File: config.mk
export PLATFORM = sky130hd
export DESIGN_NAME = uart_tx_fifo
export DESIGN_NICKNAME = d
export VERILOG_FILES = /design/src/rtl/uart_tx_fifo_pkg.sv /design/src/rtl/uart_tx_fifo_sync_fifo.sv /design/src/rtl/uart_tx_fifo.sv
export SDC_FILE = /design/constraint.sdc
export NUM_CORES = 1
export LEC_CHECK = 0
export ABC_CLOCK_PERIOD_IN_PS = 4200
export BUFFER_PORTS_ARGS = -buffer_cell sky130_fd_sc_hd__buf_2
export CORE_MARGIN = 2
export CORE_UTILIZATION = 25
export DETAILED_ROUTE_END_ITERATION = 10
export PLACE_DENSITY = 0.48
export SLEW_MARGIN = 30
export SYNTH_ARGS = -nofsm -noshare
export SYNTH_HDL_FRONTEND = slang
export SYNTH_HIERARCHICAL = 1
export SYNTH_SLANG_ARGS = --single-unit
File: constraint.sdc
create_clock -name CLK -period 4.2 [get_ports CLK]
set_input_delay 0.21 -clock CLK [delete_from_list [all_inputs] [get_ports CLK]]
set_output_delay 0.21 -clock CLK [all_outputs]
set_load 0.01 [all_outputs]
File: src/rtl/uart_tx_fifo_pkg.sv
// uart_tx_fifo_pkg: shared byte width, ASCII constants and drain-FSM encodings for uart_tx_fifo.
package uart_tx_fifo_pkg;
  localparam int BYTE_W = 8;
  localparam logic [BYTE_W-1:0] ASCII_CR = 8'h0D;
  localparam logic [BYTE_W-1:0] ASCII_LF = 8'h0A;
  typedef enum logic [1:0] {
    IDLE  = 2'd0,
    ISSUE = 2'd1,
    GUARD = 2'd2
  } drain_state_t;
endpackage

File: src/rtl/uart_tx_fifo_sync_fifo.sv
// sync_fifo: single-clock circular-buffer FIFO with a separate occupancy counter.
module sync_fifo #(
  parameter int DEPTH_LOG = 4,
  parameter int W = 8
) (
  input  logic               i_clk,
  input  logic               i_rst_x,
  input  logic               i_push,
  input  logic [W-1:0]       i_data,
  input  logic               i_pop,
  output logic [W-1:0]       o_head,
  output logic               o_full,
  output logic               o_empty,
  output logic [DEPTH_LOG:0] o_count
);
  logic [W-1:0]         r_mem [2**DEPTH_LOG];
  logic [DEPTH_LOG-1:0] r_wr;
  logic [DEPTH_LOG-1:0] r_rd;
  logic [DEPTH_LOG:0]   r_count;
  logic                 w_push;
  logic                 w_pop;
  // A push while full is dropped even if a pop frees a slot in the same cycle.
  assign w_push  = i_push && !o_full;
  assign w_pop   = i_pop && !o_empty;
  assign o_full  = r_count[DEPTH_LOG];
  assign o_empty = r_count == '0;
  assign o_count = r_count;
  assign o_head  = r_mem[r_rd];
  always_ff @(posedge i_clk) begin
    if (!i_rst_x) begin
      r_wr    <= '0;
      r_rd    <= '0;
      r_count <= '0;
    end else begin
      if (w_push) r_wr <= r_wr + 1'b1;
      if (w_pop) r_rd <= r_rd + 1'b1;
      r_count <= w_push ? (w_pop ? r_count : r_count + 1'b1) : (w_pop ? r_count - 1'b1 : r_count);
    end
  end
  always_ff @(posedge i_clk) begin
    if (w_push) r_mem[r_wr] <= i_data;
  end
endmodule

File: src/rtl/uart_tx_fifo.sv
// uart_tx_fifo: byte FIFO draining to a UART transmitter with a sticky overflow flag.
// Defining UART_TX_FIFO_CRLF_EN inserts a CR before every LF on the transmit side.
module uart_tx_fifo
  import uart_tx_fifo_pkg::*;
#(
  parameter int DEPTH_LOG = 4
) (
  input  logic               CLK,
  input  logic               RST_X,
  input  logic [BYTE_W-1:0]  IN_DATA,
  input  logic               IN_WE,
  output logic               IN_READY,
  output logic [BYTE_W-1:0]  OUT_DATA,
  output logic               OUT_WE,
  input  logic               OUT_READY,
  output logic [DEPTH_LOG:0] COUNT,
  output logic               EMPTY,
  output logic               OVERFLOW
);
  drain_state_t      r_state;
  logic [BYTE_W-1:0] r_out_data;
  logic              r_out_we;
  logic              r_overflow;
  logic [BYTE_W-1:0] w_head;
  logic              w_full;
  logic              w_empty;
  logic              w_pop;
  logic              w_ins_cr;
  logic              w_start;
  sync_fifo #(.DEPTH_LOG(DEPTH_LOG), .W(BYTE_W)) u_fifo (
    .i_clk   (CLK),
    .i_rst_x (RST_X),
    .i_push  (IN_WE),
    .i_data  (IN_DATA),
    .i_pop   (w_pop),
    .o_head  (w_head),
    .o_full  (w_full),
    .o_empty (w_empty),
    .o_count (COUNT)
  );
  assign w_start = r_state == IDLE && !w_empty && OUT_READY;
`ifdef UART_TX_FIFO_CRLF_EN
  logic r_cr_sent;
  // cr_sent is set when a CR is issued for the head LF; the LF issue clears it and pops.
  assign w_ins_cr = w_head == ASCII_LF && !r_cr_sent;
  assign w_pop    = r_state == ISSUE && !r_cr_sent;
  always_ff @(posedge CLK) begin
    r_cr_sent <= !RST_X ? 1'b0 : w_start ? w_ins_cr : r_cr_sent;
  end
`else
  assign w_ins_cr = 1'b0;
  assign w_pop    = r_state == ISSUE;
`endif
  always_ff @(posedge CLK) begin
    if (!RST_X) begin
      r_state    <= IDLE;
      r_out_data <= '0;
      r_out_we   <= 1'b0;
      r_overflow <= 1'b0;
    end else begin
      if (IN_WE && w_full) r_overflow <= 1'b1;
      case (r_state)
        IDLE: if (w_start) begin
          r_state    <= ISSUE;
          r_out_we   <= 1'b1;
          r_out_data <= w_ins_cr ? ASCII_CR : w_head;
        end
        ISSUE: begin
          r_state  <= GUARD;
          r_out_we <= 1'b0;
        end
        GUARD:   r_state <= IDLE;
        default: r_state <= IDLE;
      endcase
    end
  end
  assign IN_READY = !w_full;
  assign EMPTY    = w_empty;
  assign OVERFLOW = r_overflow;
  assign OUT_DATA = r_out_data;
  assign OUT_WE   = r_out_we;
endmodule

; Yosys cells after proc, flatten, opt, wreduce, memory -nomap -nowiden
; Memory sizes are Yosys's and may differ from the RTL's. A register that Yosys moved wholly into a read port is not among the register bits.
; Index checks and enable logic that the tools add are counted.
; Widths: inputs -> output; s select.
[op_classes]
addsub = 4
eq_ne = 3
muxes = 9
reduce_logical = 15
[op_table]
columns = op, count
row1 = $mux 5, 3
row2 = $add 4x1->4 const B, 2
row3 = $reduce_and 2->1, 3
row4 = $add 5x1->5 const B, 1
row5 = $logic_and 1x1->1, 5
row6 = $logic_not 5->1, 1
row7 = $sub 5x1->5 const B, 1
row8 = $ne 2x2->1 const B, 2
row9 = $pmux 2 s2, 1
row10 = $reduce_bool 2->1, 2
row11 = $logic_not 1->1, 3
row12 = $mux 1, 3
row13 = $eq 2x1->1 const B, 1
row14 = $logic_not 2->1, 1
row15 = $mux 2, 1
row16 = $pmux 1 s2, 1
[totals]
ff_bits = 17
mem_bits_rw = 128
out_inout_bits = 17
mem_count = 1
[mem_list]
columns = memory, depth, width, read_ports, rd_clocked_by_memory_dff, wr, line_no
row1 = u_fifo.r_mem, 16, 8, 1, 1, 1, uart_tx_fifo_sync_fifo.sv:16  ; logic [W-1:0] r_mem [2**DEPTH_LOG];

; Depth between registers and ports, before layout
; Gate-level depths: netlist of run 1.
[depth]
ltp_word = 6
mapped_depth = 8
mapped_depth_nobuf = 7

; Hierarchy
; The synthesis of run 1 kept the hierarchy.
[modules_own_cells]
columns = module, instances, cells_each, area_each_um2, seq_area_each_um2
row1 = sync_fifo, 1, 313, 5736.8, 4184.0
row2 = uart_tx_fifo, 1, 48, 456.7, 240.2

; Worst setup path before layout of run 1
; Ideal clock, no wire load.
[synth_timing]
kind = register to register
start = register u_fifo.r_count[4], in the netlist u_fifo/o_count[4]
end = register u_fifo.r_count[4], in the netlist u_fifo/o_count[4]
setup_time_ns = 0.074
arrival_time_ns = 1.879
required_time_ns = 4.126
path_slack_ns = 2.246
stages_incl_launch_ff = 9
path_buffers = 1
cell_sequence = dfxtp_1 nor2b_1 buf_2 inv_1 ha_1 a21oi_1 nand2_1 or4_1 a31oi_1
[synth_between]
word_cells_on_any_way = 13
cone_classes = add/sub: 2 / eq/ne: 1 / mux: 3 / reduce/logical: 7
[synth_rtl]
columns = item, line_no
row1 = start: declaration, uart_tx_fifo_sync_fifo.sv:19  ; logic [DEPTH_LOG:0] r_count;
row2 = start signal: assignment, uart_tx_fifo_sync_fifo.sv:37  ; r_count <= w_push ? (w_pop ? r_count : r_count + 1'b1) : (w_pop ? r_count - 1'b1 : r_count);
row3 = $logic_not 1->1 (*), uart_tx_fifo_sync_fifo.sv:23  ; assign w_push = i_push && !o_full;
row4 = $logic_and 1x1->1 (*), uart_tx_fifo_sync_fifo.sv:23
row5 = named net u_fifo.w_push, uart_tx_fifo_sync_fifo.sv:20  ; logic w_push;
row6 = $ne 2x2->1 (no source line) / $reduce_bool 2->1 (equally long branches), n/a
row7 = $reduce_and 2->1 (no source line), n/a
; Mark *: on every way through the listed nets, which the timed path passes. The rest lies on a longest branch. The select of a mux whose other input is x is not followed.
; A chain may end at the register's enable or synchronous reset.

==> results of run 1 <==
-- state kept, by name, indices dropped and copies added (netlist names), named ones only --
signal,cells
u_fifo/o_count,5
u_fifo/r_mem,128
OVERFLOW,1
OUT_WE,1
OUT_DATA,8
u_fifo/r_wr,4
u_fifo/r_rd,4
r_state,2
-- logic make-up (layout without fill, tap and decap cells) --
logic type | Yosys count | in the layout | synth area share (%)
DFF | 157 | 157 | 71.4
and+or+nand+nor | 86 | 86 | 6.87
AOI/OAI and AO/OA | 38 | 38 | 4.24
muxes | 37 | 37 | 12.4
buffers and inverters | 27 | 73 | 2.02
adders and majority gates | 10 | 10 | 2.14
xor gates and xnor gates | 6 | 6 | 0.849
-- worst register-to-register path, stage by stage (launching register included) --
cell,delay [ns]
dfxtp_2,0.69
buf_4,0.47
mux4_2,0.57
a22oi_1,0.29
nand2_1,0.09
nand3_1,0.07
o21ai_0,0.08
-- routing by layer --
metal / track usage (%) / share of wire (%)
met1: 14.1 / 46
met3: 2.77 / 5.1
met2: 16.4 / 47
met5: 0 / 0
met4: 4.26 / 1.6
-- cells in the mapped netlist, types with 2 or more instances --
cell	number	share of area [%]
o21ai_0	9	0.73
buf_2	4	0.32
nor2b_1	5	0.51
xnor2_1	3	0.42
nand2b_1	3	0.30
dfxtp_1	29	9.4
nand3_1	11	0.89
inv_1	8	0.48
mux4_2	32	12
nor3_1	5	0.40
buf_4	2	0.24
ha_1	9	1.8
a21oi_1	6	0.48
buf_1	2	0.12
mux2i_1	5	0.81
or3_1	2	0.20
xor2_1	3	0.42
and2_1	2	0.20
clkbuf_1	9	0.55
nor2_1	21	1.3
edfxtp_1	128	62
nand2_1	29	1.8
a22oi_1	16	1.9
-- cell type report --
type	instances	share of cell area, %
Clock buffer	18	5.85
Multi-Input combinational cell	177	22.8
Clock inverter	14	2.63
Sequential cell	157	60.4
Timing Repair Buffer	33	2.42
Inverter	8	0.409
Tap cell	324	5.53
-- final timing paths --
check / endpoint / slack, ns / startpoint
max: OUT_DATA[1] / 1.83 / register
min: OVERFLOW / 0.08 / IN_WE
max reg2reg: OUT_DATA[1] / 1.83 / register
min reg2reg: OUT_DATA[2] / 0.46 / OUT_DATA[2]
-- per-stage QoR --
stage | total power (µW) | utilization (%) | instance area (µm²)
after floorplan | 2410 | - | 6190
after global placement | 2610 | 27.5 | 6680
after detailed placement | 2630 | 27.6 | 6700
after CTS | 4240 | 30.1 | 7320
after global routing | 4380 | 30.2 | 7330
final | 4200 | 30.2 | 7330
-- power by group --
part	internal (µW)	total [µW]	switching, µW
Clock	997	1610	613
Combinational	329	691	362
Sequential	1790	1900	103
Total	3120	4200	1080
==> impl_metrics.tcl, run 1 <==
set metrics [dict create \
    synth.avg_cell_area_um2 17.2 \
    rr_worst_depth 6 \
    finalSetupViolCount 0 \
    cts_setup_buffers 0 \
    grt_max_degree 33 \
    ir_drop_mv 0.277 \
    synth_seq_cells 157 \
    final_cell_count_no_fill 731 \
    wirelength_um 13000 \
    grt_usage_pct 10.6 \
    cts_tree "done" \
    firstDrtPassIters 5 \
    n_antenna_cell 0 \
    yosysWarningCount 6 \
    ant_nets 0 \
    drive_gt1_share_pct 28.0 \
    path_max_fanout 18 \
    std_cell_rows 57 \
    grt_pass1_wl_um 19700 \
    tightest_slew_ns 0.955 \
    finClkSkew_ns 0.0106 \
    fin_nets 416 \
    critical_path_depth 6 \
    wl_per_cell_um 17.8 \
    critPathBufInv 1 \
    period_share_pct 56.3 \
    clock_sinks 157 \
    dieArea_um2 26000 \
    worstPathRequired_ns 4.51 \
    fillers 2407 \
    clkSlewWorstSetupHoldPaths_ns 0.06 \
    crit_path_start_kind "register" \
    max_stage_delay_ns 0.69 \
    final_common_cell "edfxtp_1" \
    dp_cells 698 \
    initial_core_util_pct 25.5 \
    p_per_area_nw_per_um2 572 \
    multiInputGateArea_um2 1670 \
    max_freq_mhz 423 \
    io_pins 29 \
    tns_ns 0 \
    p_leak_uw 0.00240 \
    cp_cell_sequence "buf_4, mux4_2, a22oi_1, nand2_1, nand3_1, o21ai_0" \
    netlist_instances 361 \
    holdWs_ns 0.0768 \
    core_um2 24300 \
    dp_slack_ns 1.75 \
    end_kind "register" \
    holdCritPathClass "primary input to register" \
    cts_hold_buf 0 \
    outcome "finished, final reports clean" \
    root_buffer "clkbuf_16" \
    min_delay_path_depth 3 \
    grt_pass1_vias 3170 \
    async_reset_ff_share_pct 0 \
    cap_violations 0 \
    cpMaxStageDelayCell "dfxtp_2" \
    die_y_um 161 \
    rsz0062_at_grt "false" \
    hold_viol 0 \
    clk-insertion-delay-late_ns 0.43 \
    globalplace.congestion 0.712 \
    netlist-cell-type-count 41 \
    cts_resized 0 \
    seq_area_um2 4430 \
    synth_edf_count 128 \
    antenna_found_initial 0 \
    cts_buffers 17 \
    num_vias 3232 \
    relSlewSlack_pct 36.1 \
    port_buffers 28 \
    worstPathArrival_ns 2.68 \
    synth_nets 383 \
    synth_ff_type "edfxtp_1" \
    path_class "register to register" \
    htreeDepth 4 \
    drt_iter0_markers 299 \
    vias_per_cell 4.42 \
    fin_crit_ns 2.37 \
    dp_hpwl_um 8150 \
    cts.path.max_buffers 2 \
    fin_ws_ns 1.83 \
    crit_family "flip-flops" \
    final_cell_mix "edfxtp_1, mux4_2, nand2_1" \
    drc_errors 0 \
    yosysSeqAreaShare_pct 71.4 \
    gr-total-overflow 0 \
    synth_area_um2 6190 \
    dieWidth_um 161 \
    area_growth_syn_to_layout_pct 18.4 \
    maxSlewViolCount 0 \
]
No activity file was read; power rests on OpenSTA's default activity.
==> run 2, diff against run 1 <==
ABC_CLOCK_PERIOD_IN_PS = 2270   (was 4200)
clock period = 2.27 ns   (was 4.2 ns; I/O delays follow)
==> run 2 against run 1 <==
  * Clock skew is 0.0012 ns lower
  * Sequential power is 82% higher
  * First-iteration DRC count is 28% lower
  * Die area stayed put
  * Critical path type is now primary input to register
  * Critical endpoint is now u_fifo/o_count[4]
  * Largest cell class unchanged
==> impl_metrics.tcl, run 2 (synthesis gave the netlist of run 1 again) <==
set metrics [dict create \
    cts_tree "done" \
    final_cell_mix "edfxtp_1, mux4_2, nand2_1" \
    htreeDepth 4 \
    grt_pass1_wl_um 19700 \
    drive_gt1_share_pct 28.1 \
    dieArea_um2 26000 \
    dp_hpwl_um 8530 \
    wl_per_cell_um 16.7 \
    vias_per_cell 4.35 \
    cap_violations 0 \
    seqPwrFrac_pct 46.8 \
    hold_viol 0 \
    multiInputGateArea_um2 1640 \
    path_class "primary input to register" \
    n_antenna_cell 0 \
    seq_area_um2 4430 \
    io_pins 29 \
    tns_ns 0 \
    path_max_fanout 5 \
    dieWidth_um 161 \
    cts_setup_buffers 0 \
    end_kind "register" \
    largest_reg_flops 128 \
    crit_path_start_kind "primary input" \
    gr-total-overflow 0 \
    clock_sinks 157 \
    drt_iter0_markers 215 \
    die_y_um 161 \
    root_buffer "clkbuf_16" \
    worstPathArrival_ns 2.25 \
    worstPathRequired_ns 2.62 \
    p_per_area_nw_per_um2 998 \
    area_growth_syn_to_layout_pct 19.3 \
    holdCritPathClass "primary input to register" \
    drc_errors 0 \
    max_stage_delay_ns 0.52 \
    firstDrtPassIters 4 \
    pwr-share-clk_pct 34.1 \
    final_core_util_pct 30.4 \
    cpMaxStageDelayCell "dlygate4sd3_1" \
    fillers 2365 \
    num_vias 3269 \
    grt_pass1_vias 3420 \
    cts_buffers 17 \
    ant_nets 0 \
    globalplace.congestion 0.712 \
    clk-insertion-delay-late_ns 0.42 \
    finalSetupViolCount 0 \
    antenna_found_initial 0 \
    final_common_cell "edfxtp_1" \
    p_leak_uw 0.00245 \
    fin_crit_ns 1.90 \
    outcome "finished, final reports clean" \
    core_um2 24300 \
    period_share_pct 83.8 \
    p_int_uw 5350 \
    std_cell_rows 57 \
    relSlewSlack_pct 60.6 \
    ir_drop_mv 0.519 \
    switching_share_pct 27.3 \
    cts.path.max_buffers 2 \
    initial_core_util_pct 25.5 \
    finClkSkew_ns 0.00941 \
    grt_usage_pct 10.3 \
    p_switching_uw 2010 \
    hold_path.startpoint "IN_DATA[6]" \
    clkSlewWorstSetupHoldPaths_ns 0.07 \
    maxSlewViolCount 0 \
    cp_cell_sequence "dlygate4sd3_1, buf_2, nor2b_1, inv_1, ha_1, a21oi_1, nand2_1, or4_1, a31oi_1" \
    critPathLaunch "IN_WE" \
    holdWs_ns 0.0706 \
    crit_family "buffers and inverters" \
    port_buffers 28 \
    critPathBufInv 3 \
    fin_nets 436 \
    regMostFlops "u_fifo/r_mem" \
    tightest_slew_ns 0.590 \
    pwr-share-comb_pct 19.1 \
    max_freq_mhz 526 \
    wirelength_um 12600 \
    grt_max_degree 33 \
    rsz0062_at_grt "false" \
]
run 2: path summary, 6_finish.rpt:
kind | end | slack, ns | cells past startpoint
hold / removal | u_fifo/r_mem[8][6] | 0.07 | 1
setup / recovery | u_fifo/o_count[4] | 0.37 | 9
hold reg to reg | OUT_DATA[6] | 0.46 | 2
setup reg to reg | OUT_DATA[7] | 0.42 | 6
run 2: per-layer routing:
layer	vias up	track usage [%]	wire length, µm
li1	1504	-	-
met1	1671	12.9	5640
met2	74	16.9	6070
met3	20	2.62	595
met4	0	4.63	253
met5	-	0	0
run 2: timing repair:
action	in CTS	in global routing
endpoints found under the hold margin	2	0
resized for setup	0	0
hold buffers	1	0
run 2: cell type report:
| type | count | share of cell area [%] |
|---|---|---|
| Tap cell | 324 | 5.49 |
| Clock inverter | 14 | 1.30 |
| Sequential cell | 157 | 59.9 |
| Multi-Input combinational cell | 177 | 22.3 |
| Timing Repair Buffer | 53 | 4.81 |
| Inverter | 8 | 0.407 |
| Clock buffer | 18 | 5.81 |
run 2: power by group through the flow:
stage          clock (µW)  sequential (µW)  combinational, µW
6_report             2510             3450               1410
3_5_place_dp            0             3510               1430
2_1_floorplan           0             3520                940
4_1_cts              2570             3450               1440
5_1_grt              2680             3480               1560
3_3_place_gp            0             3500               1400
run 2: stage by stage:
stage	setup slack [ns]	instances	instance area [µm²]	total power, µW
after floorplan	0.316	361	6190	4460
after global placement	0.431	718	6850	4900
after detailed placement	0.406	718	6850	4950
after CTS	0.351	751	7390	7460
after global routing	0.202	751	7390	7710
final	0.369	751	7390	7370
run 2: worst register-to-register path: stages, from the launching register on:
cell     delay [ns]
dfxtp_2        0.35
buf_4          0.29
mux4_2         0.54
a22oi_1        0.29
nand2_1        0.10
nand3_1        0.07
o21ai_0        0.09
==> run 3, diff against run 2 <==
ABC_CLOCK_PERIOD_IN_PS = 1570   (was 2270)
PLACE_DENSITY = 0.5   (was 0.48)
clock period = 1.57 ns   (was 2.27 ns; I/O delays follow)
==> run 3 against run 2 <==
  * The flow now finishes with violations (negative setup slack)
  * Non-clock buffer count up 24
  * Global-route usage up 0.78 points
  * Sequential share of layout area fell by 4.4 points
  * Flip-flop and latch count did not move
  * Critical path depth decreased by 3
  * Worst hold slack worse by 0.040 ns
  * Die area unchanged
  * Cell count is 3.2% higher
  * Register-to-register slack got worse by 0.56 ns
  * Routed wire length up 9.4%
  * Count of clock-buffer cells in the layout increased by 1
  * First-iteration DRC count grew 27%
==> impl_metrics.tcl, run 3 (synthesis gave the netlist of run 1 again) <==
set metrics [dict create \
    final_cell_area_um2 7990 \
    final_common_cell "edfxtp_1" \
    cts_tree "done" \
    gr-total-overflow 0 \
    num_vias 3390 \
    grt_usage_pct 11.1 \
    wl_per_cell_um 17.7 \
    largest_reg_flops 128 \
    wirelength_um 13700 \
    antenna_found_initial 0 \
    ir_drop_mv 0.617 \
    end_kind "register" \
    critPathBufInv 1 \
    grt_pass1_vias 3546 \
    fin_nets 460 \
    fin_crit_ns 1.71 \
    final_cell_mix "edfxtp_1, buf_4, mux4_2" \
    pwr-share-clk_pct 34.3 \
    vias_per_cell 4.37 \
    finalSetupViolCount 11 \
    crit_family "multiplexers" \
    switching_share_pct 27.3 \
    outcome "finished with violations" \
    cp_cell_sequence "buf_12, mux4_2, a22oi_2, nand2_1, nand3_2, o21ai_2" \
    tightest_slew_ns 0.540 \
    relSlewSlack_pct 63.9 \
    drc_errors 0 \
    core_um2 24300 \
    std_cell_rows 57 \
    holdCritPathClass "primary input to register" \
    clkSlewWorstSetupHoldPaths_ns 0.07 \
    violations "negative setup slack" \
    regMostFlops "u_fifo/r_mem" \
    finClkSkew_ns 0.0113 \
    dieWidth_um 161 \
    worstPathArrival_ns 2.02 \
    p_per_area_nw_per_um2 1500 \
    area_growth_syn_to_layout_pct 29.1 \
    period_share_pct 109 \
    path_class "register to register" \
    final_cell_count_no_fill 775 \
    cap_violations 0 \
    seqPwrFrac_pct 41.9 \
    dp_hpwl_um 8840 \
    htreeDepth 4 \
    rsz0062_at_grt "true" \
    clock_sinks 157 \
    drt_iter0_markers 274 \
    initial_core_util_pct 25.5 \
    cts.path.max_buffers 2 \
    grt_pass1_wl_um 21100 \
    pwr-share-comb_pct 23.9 \
    n_antenna_cell 0 \
    dieArea_um2 26000 \
    root_buffer "clkbuf_16" \
    holdWs_ns 0.0307 \
    maxSlewViolCount 0 \
    crit_path_start_kind "register" \
    min_delay_path_depth 4 \
    path_max_fanout 8 \
    grt_max_degree 33 \
    clk-insertion-delay-late_ns 0.43 \
    port_buffers 28 \
    drive_gt1_share_pct 43.0 \
    ant_nets 0 \
    hold_viol 0 \
    fin_ws_ns -0.140 \
    p_leak_uw 0.00269 \
    max_freq_mhz 585 \
    hold_path.startpoint "IN_WE" \
    post_dp_cell_area_um2 7050 \
    dp_slack_ns -0.273 \
    globalplace.congestion 0.760 \
    power_uw 12000 \
    cpMaxStageDelayCell "mux4_2" \
    worstPathRequired_ns 1.88 \
    die_y_um 161 \
    p_switching_uw 3280 \
    dp_cells 736 \
    cts_buffers 17 \
    rr_worst_depth 6 \
    p_int_uw 8720 \
    firstDrtPassIters 4 \
    max_stage_delay_ns 0.55 \
    io_pins 29 \
    critical_path_depth 6 \
]
## run 3: power groups by stage
| stage | sequential (µW) | clock (µW) | combinational (µW) |
|---|---|---|---|
| after floorplan | 5100 | 0 | 1470 |
| after global placement | 5060 | 0 | 2330 |
| after detailed placement | 5070 | 0 | 2380 |
| after CTS | 5020 | 4210 | 2840 |
| after global routing | 5050 | 4380 | 3120 |
| final | 5020 | 4110 | 2860 |
## run 3: what timing repair did
action,CTS,global route
cloned,2,0
pin swaps,21,9
setup endpoints to repair,145,120
endpoints found under the hold margin,5,0
hold buffers,1,0
resized for setup,38,27
buffers inserted,5,1
## run 3: worst reg2reg max path, cell delays in order, from the launching register on
cell and delay, ns:
dfxtp_4 0.43, buf_12 0.17, mux4_2 0.56, a22oi_2 0.18, nand2_1 0.13, nand3_2 0.08
o21ai_2 0.05
## run 3: per-layer routing
layer	part of all wire [%]	up-vias	global-route usage, %	routed length (µm)
li1	-	1564	-	-
met1	46	1744	14.9	6320
met2	48	66	17.6	6650
met3	4.7	16	3.16	641
met4	1.0	0	3.41	138
met5	0	-	0	0
## run 3: path summary, 6_finish.rpt
kind	to	slack [ns]
min reg2reg	OUT_DATA[5]	0.46
max reg2reg	OUT_DATA[4]	-0.14
min	OVERFLOW	0.03
max	OUT_DATA[4]	-0.14
## run 3: metrics by stage
step | util [%] | setup TNS [ns]
global route | 32.9 | -2.40
CTS | 32.6 | -1.53
floorplan | - | -0.517
finish | 32.9 | -1.09
detailed placement | 29.0 | -10.05
global placement | 29.0 | -7.37
## run 3: layout make-up
class                      count  area, µm²
inverter                       8       35.0
tap                          324        405
clock buffer                  19        443
clock inverter                13        153
timing repair buffer          77        627
sequential                   157       4440
multi-input combinational    177       1900
fill                        2339      16300
